$ cat config.mk
export PLATFORM = sky130hd
export DESIGN_NAME = serial_subtractor
export DESIGN_NICKNAME = d
export VERILOG_FILES = /design/src/rtl/serial_subtractor_pkg.sv /design/src/rtl/full_subtractor.sv /design/src/rtl/serial_subtractor.sv
export SDC_FILE = /design/constraint.sdc
export NUM_CORES = 1
export LEC_CHECK = 0
export ABC_AREA = 0
export CAP_MARGIN = 5
export CORE_ASPECT_RATIO = 0.5
export CORE_UTILIZATION = 53
export CTS_BUF_LIST = sky130_fd_sc_hd__clkbuf_2 sky130_fd_sc_hd__clkbuf_4 sky130_fd_sc_hd__clkbuf_8
export CTS_CLUSTER_DIAMETER = 60
export DETAILED_ROUTE_END_ITERATION = 10
export GPL_TIMING_DRIVEN = 0
export PLACE_DENSITY = 0.83
export SYNTH_ARGS = -nofsm -noshare
export SYNTH_HDL_FRONTEND = slang
export SYNTH_SLANG_ARGS = --single-unit
$ cat constraint.sdc
create_clock -name clk -period 1.59 [get_ports clk]
set_input_delay 0.318 -clock clk [delete_from_list [all_inputs] [get_ports clk]]
set_output_delay 0.318 -clock clk [all_outputs]
set_load 0.01 [all_outputs]
$ cat src/rtl/serial_subtractor_pkg.sv
// Shared types and constants for the bit-serial subtractor.
//   state_e          : controller states (idle, shifting, result held)
//   DefaultWidth     : default operand/result width
//   cnt_width()      : width of the bit counter for a given operand width
//   DefaultCntWidth  : counter width for the default operand width
package serial_subtractor_pkg;

  localparam int unsigned DefaultWidth = 8;

  typedef enum logic [1:0] {
    StIdle  = 2'd0,
    StShift = 2'd1,
    StDone  = 2'd2
  } state_e;

  // Counter only has to reach WIDTH-1; keep at least one bit.
  function automatic int unsigned cnt_width(input int unsigned w);
    return (w < 2) ? 1 : $clog2(w);
  endfunction

  localparam int unsigned DefaultCntWidth = cnt_width(DefaultWidth);

endpackage

$ cat src/rtl/full_subtractor.sv
// One-bit full subtractor cell: d = a - b - bin, with borrow-out.
//   a    : minuend bit
//   b    : subtrahend bit
//   bin  : borrow-in
//   d    : difference bit
//   bout : borrow-out
module full_subtractor (
  input  logic a,
  input  logic b,
  input  logic bin,
  output logic d,
  output logic bout
);

  logic w_axb;

  assign w_axb = a ^ b;
  assign d     = w_axb ^ bin;
  // Borrow when b exceeds a, or when a==b and a borrow is already pending.
  assign bout  = (~a & b) | (~w_axb & bin);

endmodule

$ cat src/rtl/serial_subtractor.sv
// Bit-serial subtractor: Diff = A - B - Bin over WIDTH cycles, LSB first.
//   clk, rst             : clock, synchronous active-high reset
//   in_valid / in_ready  : operand handshake (accepted only when idle)
//   A, B, Bin            : minuend, subtrahend, borrow-in
//   out_valid/out_ready  : result handshake (result held until accepted)
//   Diff, Bout, Ovf      : difference, unsigned borrow-out, signed overflow
module serial_subtractor
  import serial_subtractor_pkg::*;
#(
  parameter int unsigned WIDTH = DefaultWidth
) (
  input  logic             clk,
  input  logic             rst,
  input  logic             in_valid,
  output logic             in_ready,
  input  logic [WIDTH-1:0] A,
  input  logic [WIDTH-1:0] B,
  input  logic             Bin,
  output logic             out_valid,
  input  logic             out_ready,
  output logic [WIDTH-1:0] Diff,
  output logic             Bout,
  output logic             Ovf
);

  localparam int unsigned CntW = cnt_width(WIDTH);
  localparam logic [CntW-1:0] CntLast = CntW'(WIDTH - 1);

  state_e           r_state;
  logic [WIDTH-1:0] r_a_sr;
  logic [WIDTH-1:0] r_b_sr;
  logic [WIDTH-1:0] r_res;
  logic [CntW-1:0]  r_cnt;
  logic             r_borrow;
  logic             r_a_msb;
  logic             r_b_msb;
  logic             r_in_ready;
  logic             r_out_valid;
  logic [WIDTH-1:0] r_diff;
  logic             r_bout;
  logic             r_ovf;

  logic             w_d;
  logic             w_bout;
  logic [WIDTH-1:0] w_res_next;

  full_subtractor u_cell (
    .a    (r_a_sr[0]),
    .b    (r_b_sr[0]),
    .bin  (r_borrow),
    .d    (w_d),
    .bout (w_bout)
  );

  // Difference bits enter at the MSB so the LSB-first result ends up aligned.
  assign w_res_next = {w_d, r_res[WIDTH-1:1]};

  always_ff @(posedge clk) begin
    if (rst) begin
      r_state     <= StIdle;
      r_a_sr      <= '0;
      r_b_sr      <= '0;
      r_res       <= '0;
      r_cnt       <= '0;
      r_borrow    <= 1'b0;
      r_a_msb     <= 1'b0;
      r_b_msb     <= 1'b0;
      r_in_ready  <= 1'b1;
      r_out_valid <= 1'b0;
      r_diff      <= '0;
      r_bout      <= 1'b0;
      r_ovf       <= 1'b0;
    end else begin
      unique case (r_state)
        StIdle: begin
          if (in_valid) begin
            r_a_sr     <= A;
            r_b_sr     <= B;
            r_a_msb    <= A[WIDTH-1];
            r_b_msb    <= B[WIDTH-1];
            r_borrow   <= Bin;
            r_cnt      <= '0;
            r_in_ready <= 1'b0;
            r_state    <= StShift;
          end
        end
        StShift: begin
          r_a_sr   <= r_a_sr >> 1;
          r_b_sr   <= r_b_sr >> 1;
          r_res    <= w_res_next;
          r_borrow <= w_bout;
          if (r_cnt == CntLast) begin
            // Capture the finished result directly from this cycle's cell output.
            r_diff      <= w_res_next;
            r_bout      <= w_bout;
            r_ovf       <= (r_a_msb ^ r_b_msb) & (r_a_msb ^ w_d);
            r_out_valid <= 1'b1;
            r_state     <= StDone;
          end else begin
            r_cnt <= r_cnt + CntW'(1);
          end
        end
        StDone: begin
          if (out_ready) begin
            r_out_valid <= 1'b0;
            r_in_ready  <= 1'b1;
            r_state     <= StIdle;
          end
        end
        default: begin
          r_out_valid <= 1'b0;
          r_in_ready  <= 1'b1;
          r_state     <= StIdle;
        end
      endcase
    end
  end

  assign in_ready  = r_in_ready;
  assign out_valid = r_out_valid;
  assign Diff      = r_diff;
  assign Bout      = r_bout;
  assign Ovf       = r_ovf;

endmodule

* Word-level counts from Yosys, hierarchy flattened
Index checks and enable logic that the tools add are counted.
** Word-level totals
- Input port bits :: 21
- Logic and storage cells :: 61
- Register bits after elaboration :: 44
** Cells by class
- Bitwise logic cells :: 12
- $add $sub $neg :: 1
- Reductions and logical operators :: 9
- Mux-type cells :: 19
- Equal/unequal tests :: 7
** Operators by type and width (number)
- 8-bit case mux with 2 select lines :: 2
- 8-bit two-way mux :: 2
- 3-bit AND reduction :: 4
- 2-bit != test, second input constant :: 4
- 2-bit two-way mux :: 3
- 3-bit two-way mux :: 2
- 1-bit case mux with 3 select lines :: 2
- 2-bit case mux with 3 select lines :: 1
- 3-bit case mux with 2 select lines :: 1
- 2-bit AND reduction :: 3
- 1-bit two-way mux :: 5
- 1-bit inverter :: 4
- 1-bit bitwise XOR :: 4
- 3-bit by 1-bit adder with 3-bit output, second input constant :: 1
- 1-bit bitwise AND :: 3
- 3-bit == test, second input constant :: 1
- 2-bit by 1-bit == test with 1-bit output, second input constant :: 1
- 2-bit == test, second input constant :: 1
- 2-bit logical NOT :: 1
- 1-bit case mux with 2 select lines :: 1
- 2-bit nonzero test :: 1
- 1-bit bitwise OR :: 1

* Logic depth before layout (Yosys ltp)
- Word-level depth :: 5
- Gate-level depth with buffers :: 7

* Modules after synthesis
A second synthesis with hierarchy kept.
** Unflattened totals
- Cell total of the unflattened synthesis :: 200
- Area total of the unflattened synthesis :: 1849.3 um^2
** By module, submodules not included
- serial_subtractor :: area an instance 1818.0 um^2, sequential area each 860.8 um^2, cells an instance 196, instances 1
- full_subtractor :: area an instance 31.3 um^2, sequential area each 0.0 um^2, cells an instance 4, instances 1

* Least setup slack after synthesis
Ideal clock, no wire load.
- Path kind :: register to register
- Start point :: register r_cnt[0]
- End point :: register r_out_valid (netlist: out_valid)
- Setup time :: 0.128 ns
- Arrival time :: 1.334 ns
- Path buffers :: 2
- Data required time :: 1.462 ns
- Path slack :: 0.129 ns
- Stages on the path, launching flop included :: 8
- Period minus slack after synthesis :: 1.461 ns
- Cells stage by stage :: dfxtp_1 -> ha_1 -> ha_1 -> buf_2 -> and3b_1 -> buf_2 -> a21oi_1 -> nor2_1
** On the way
- Longest elaborated chain between the ends :: 3
** Ends and longest elaborated chain
- start: declaration :: RTL line serial_subtractor.sv:33 : logic [CntW-1:0] r_cnt;
- start signal: assignment :: RTL line serial_subtractor.sv:100 : r_cnt <= r_cnt + CntW'(1);
- 3-bit == test :: RTL line serial_subtractor.sv:92 : if (r_cnt == CntLast) begin
- 2-bit != test (no source line)
- 3-bit AND reduction (no source line)
- end signal: assignment :: RTL line serial_subtractor.sv:97 : r_out_valid <= 1'b1;
- end signal: assignment :: RTL line serial_subtractor.sv:105 : r_out_valid <= 1'b0;
- end signal: assignment :: RTL line serial_subtractor.sv:111 : r_out_valid <= 1'b0;
- end: declaration :: RTL line serial_subtractor.sv:38 : logic r_out_valid;
No other way between the ends.
A chain may end at the register's enable or synchronous reset.

* Worst setup path in the final report
- Start point :: register r_cnt[0]
- End point :: register r_state[1]
** On the way
- Longest elaborated chain between the ends :: 3
** Ends and longest elaborated chain
- 3-bit == test :: RTL line serial_subtractor.sv:92
- 2-bit != test (no source line)
- 3-bit AND reduction (no source line)
- end signal: assignment :: RTL line serial_subtractor.sv:98 : r_state <= StDone;
- end signal: assignment :: RTL line serial_subtractor.sv:107 : r_state <= StIdle;
- end signal: assignment :: RTL line serial_subtractor.sv:113 : r_state <= StIdle;
- end: declaration :: RTL line serial_subtractor.sv:29 : state_e r_state;
No other way between the ends.

==> metrics.csv <==
stage,metric,value,unit
grt,grt_max_degree,13,
route,num_vias,1527,
yosys,synth_top_cell_by_area,dfxtp_1,
outcome,status,"complete, but fails checks",
power,worst_ir_drop_vdd,0.640,mV
yosys,syn_area,1800,µm²
die,die_y,43.3,µm
sta,fmax,639,MHz
sta,min_period_over_period,0.984,
yosys,synthMuxAreaShare,0.0999,
cts,hold_buffers,0,
layout,antennaDiodeCount,0,
min_path,hold_class,input pin to flip-flop,
setup_path,critPathMaxStageDelay,0.32,ns
grt,antenna_found_initial,0,
sta,final.min_clock_period,1.56,ns
setup_path,crit_top_cell,ha_1,
yosys,synthAdderAreaFrac,0.0250,
place,dp_hpwl,2640,µm
place,dpl_cell_area,2160,µm²
run,max_cap_viol_count,0,
sta,setup_viol,0,
grt,grt_use_met1,0.273,
cts,clock_path_buffers,2,
die,dieArea,3660,µm²
yosys,yosys.area_share.simple,0.178,
layout,fillers,247,
die,start_util,0.579,
layout,drive_gt1_frac,0.116,
power,power.leakage,0.869,nW
sta,setup_ws,0.0253,ns
layout,fin_area,2290,µm²
setup_path,reg2reg_to,r_state[1],
power,power.total,2.13,mW
sta,slew_violations,0,
route,dr.pass1.iters,7,
route,postRouteAntennaNets,0,
grt,use_met2,0.385,
yosys,synth.distinct_cells,29,
die,coreArea,3120,µm²
cts,worstSkewPairLatency,0.29,ns
yosys,synth.net_count,224,
sta,max_slew_margin,0.656,
yosys,synth_xor_xnor_area_share,0,
layout,fin_cells,282,
die,rows,14,
cts,htreeDepth,2,
setup_path,ff2ff_path_depth,7,
yosys,syn_inst,200,
setup_path,r2r_start,r_cnt[0],
cts,cts.reportedPaths.clkPinSlew,0.08,ns
route,vias_per_cell,5.41,
grt,grt.busiest_layer,met2,
layout,multi_input_area,838,µm²
setup_path,worstSetupEndpoint,r_state[1],
cts,cts_root_buffer,clkbuf_8,
route,wirelength,3800,µm
route,wire_per_inst,13.5,µm
power,power_density,930,nW/µm²
place,numPlacedInstances,271,
place,pre_cts_slack,-0.0978,ns
yosys,synth-seq-cells,43,
layout,fin_util,0.735,
route,first_iter_violations,92,
place,port_buffers,31,
grt,grt_usage,0.223,
setup_path,r2r_slack,0.03,ns
cts,cts_tree,built,
grt,grt_use_met3,0.0642,
sta,tightest_slew,0.516,ns
setup_path,critPathLaunch,r_cnt[0],
setup_path,worstPathMaxFanout,8,
outcome,violations,DRC,
sta,whs,0.374,ns
grt,grt_overflow,0,
yosys,synth_compound_area_frac,0.157,
die,num_io_pins,33,
yosys,avgSynthCellArea,9.02,µm²
grt,grt_pass1_wl,6080,µm
yosys,seq_area_frac_synth,0.477,
yosys,yosys-top-cells-area,"dfxtp_1 48%, mux2i_1 10%, a211oi_1 7.1%, nand2_1 6.9%, a21oi_1 5.5%",
grt,grt_pass1_vias,1346,
layout,seqCellArea,863,µm²
setup_path,cp_slowest_cell,dfxtp_2,
setup_path,cp-start-kind,flip-flop,
yosys,synth_top_family_by_area,simple AND/OR/NAND/NOR gates,
setup_path,end_kind,flip-flop,
die,fp.dieW,84.5,µm
setup_path,crit_type,flip-flop to flip-flop,
yosys,ys_warn_count,0,
layout,area_delta_synth_final,27.0,%
cts,numCtsBuffers,5,
yosys,synth_top_cell_area_share,0.477,
layout,final_nets,265,
setup_path,arrival,1.73,ns
sta,finalHoldViolCount,0,
place,gp_congestion,0.695,
setup_path,critPathRequiredTime,1.76,ns
setup_path,crit_chain,"ha_1, ha_1, buf_4, and3b_2, buf_6, a21oi_1, nor2_1",
sta,clock_skew,0.00681,ns
route,drc,4,
sta,setup_tns,0,ns
cts,cts.sinks,43,
[logic make-up after synthesis]
group,Yosys count
muxes,18
AOI/OAI and AO/OA,45
adders and majority gates,3
buffers and inverters,19
DFF,43
and+or+nand+nor,72
[state kept, by name (all words and copies together) (netlist names), 2 cells and up]
| signal | cells |
|---|---|
| r_state | 2 |
| r_cnt | 3 |
| r_b_sr | 8 |
| r_res | 7 |
| r_a_sr | 8 |
| Diff | 8 |
[final cells by class]
class / instances / share of cell area
Buffer: 14 / 0.0448
Tap cell: 40 / 0.0218
Clock inverter: 1 / 0.00218
Multi-Input combinational cell: 138 / 0.366
Clock buffer: 7 / 0.0366
Sequential cell: 43 / 0.377
Inverter: 5 / 0.00819
Timing Repair Buffer: 34 / 0.144
[Yosys cell counts, drive strengths merged]
cell type,count
a211oi,17
a21oi,20
a22oi,2
a31oi,3
and2b,1
and3b,1
buf,8
clkbuf,6
dfxtp,43
fa,1
ha,2
inv,5
mux2i,18
nand2,33
nand2b,1
nand3,4
nand3b,2
nor2,26
nor3,1
nor3b,1
nor4b,1
o21ai,1
o21ba,1
o21bai,1
or2,1
[critical path, delay by kind of cell (launching register included)]
kind	cells	cell delay, ns
and+or+nand+nor	2	0.33
adders and majority gates	2	0.38
buffers and inverters	2	0.31
AOI/OAI and AO/OA	1	0.11
DFF	1	0.32
[worst min-delay path by stage]
stage	startpoint	cells after the start	slack, ns	end
3_3_place_gp	Diff[0]	2	0.44	Diff[0]
4_1_cts	rst	2	0.35	Ovf
2_1_floorplan	r_res[1]	2	0.43	Diff[0]
3_5_place_dp	Diff[1]	2	0.45	Diff[1]
5_1_grt	rst	2	0.39	Bout
6_report	rst	2	0.37	Ovf
[what timing repair did]
action | in CTS | in global routing
gates cloned | 0 | 1
endpoints found under the hold margin | 0 | 0
pin swaps | 0 | 0
endpoints found under the setup margin | 10 | 4
setup buffers | 0 | 2
resized for setup | 5 | 3
[routing by layer]
metal	vias to the layer above	part of all wire	routed length, µm
met4	0	0.0095	36
met2	36	0.49	1850
li1	774	-	-
met3	5	0.043	165
met1	712	0.46	1750
met5	-	0	0
[placed cells by master, fill, tap and decap left out, types with 3 or more instances in the layout]
master           synthesis  routed
a21oi_1                 20      19
nand2_1                 33      33
a211oi_1                17      17
inv_1                    5       5
mux2i_1                 18      18
nor2_1                  26      26
clkdlybuf4s50_1          0      31
nand3_1                  4       4
clkbuf_8                 0       5
buf_4                    0       3
clkbuf_1                 6       6
dfxtp_1                 43      41
a31oi_1                  3       3
buf_2                    5       4
[power by group]
group / switching [mW] / total, mW / internal [mW]
combinational: 0.139 / 0.284 / 0.146
sequential: 0.0316 / 1.16 / 1.13
clock: 0.345 / 0.687 / 0.342
Note: power is estimated with default switching activity, not from simulation.
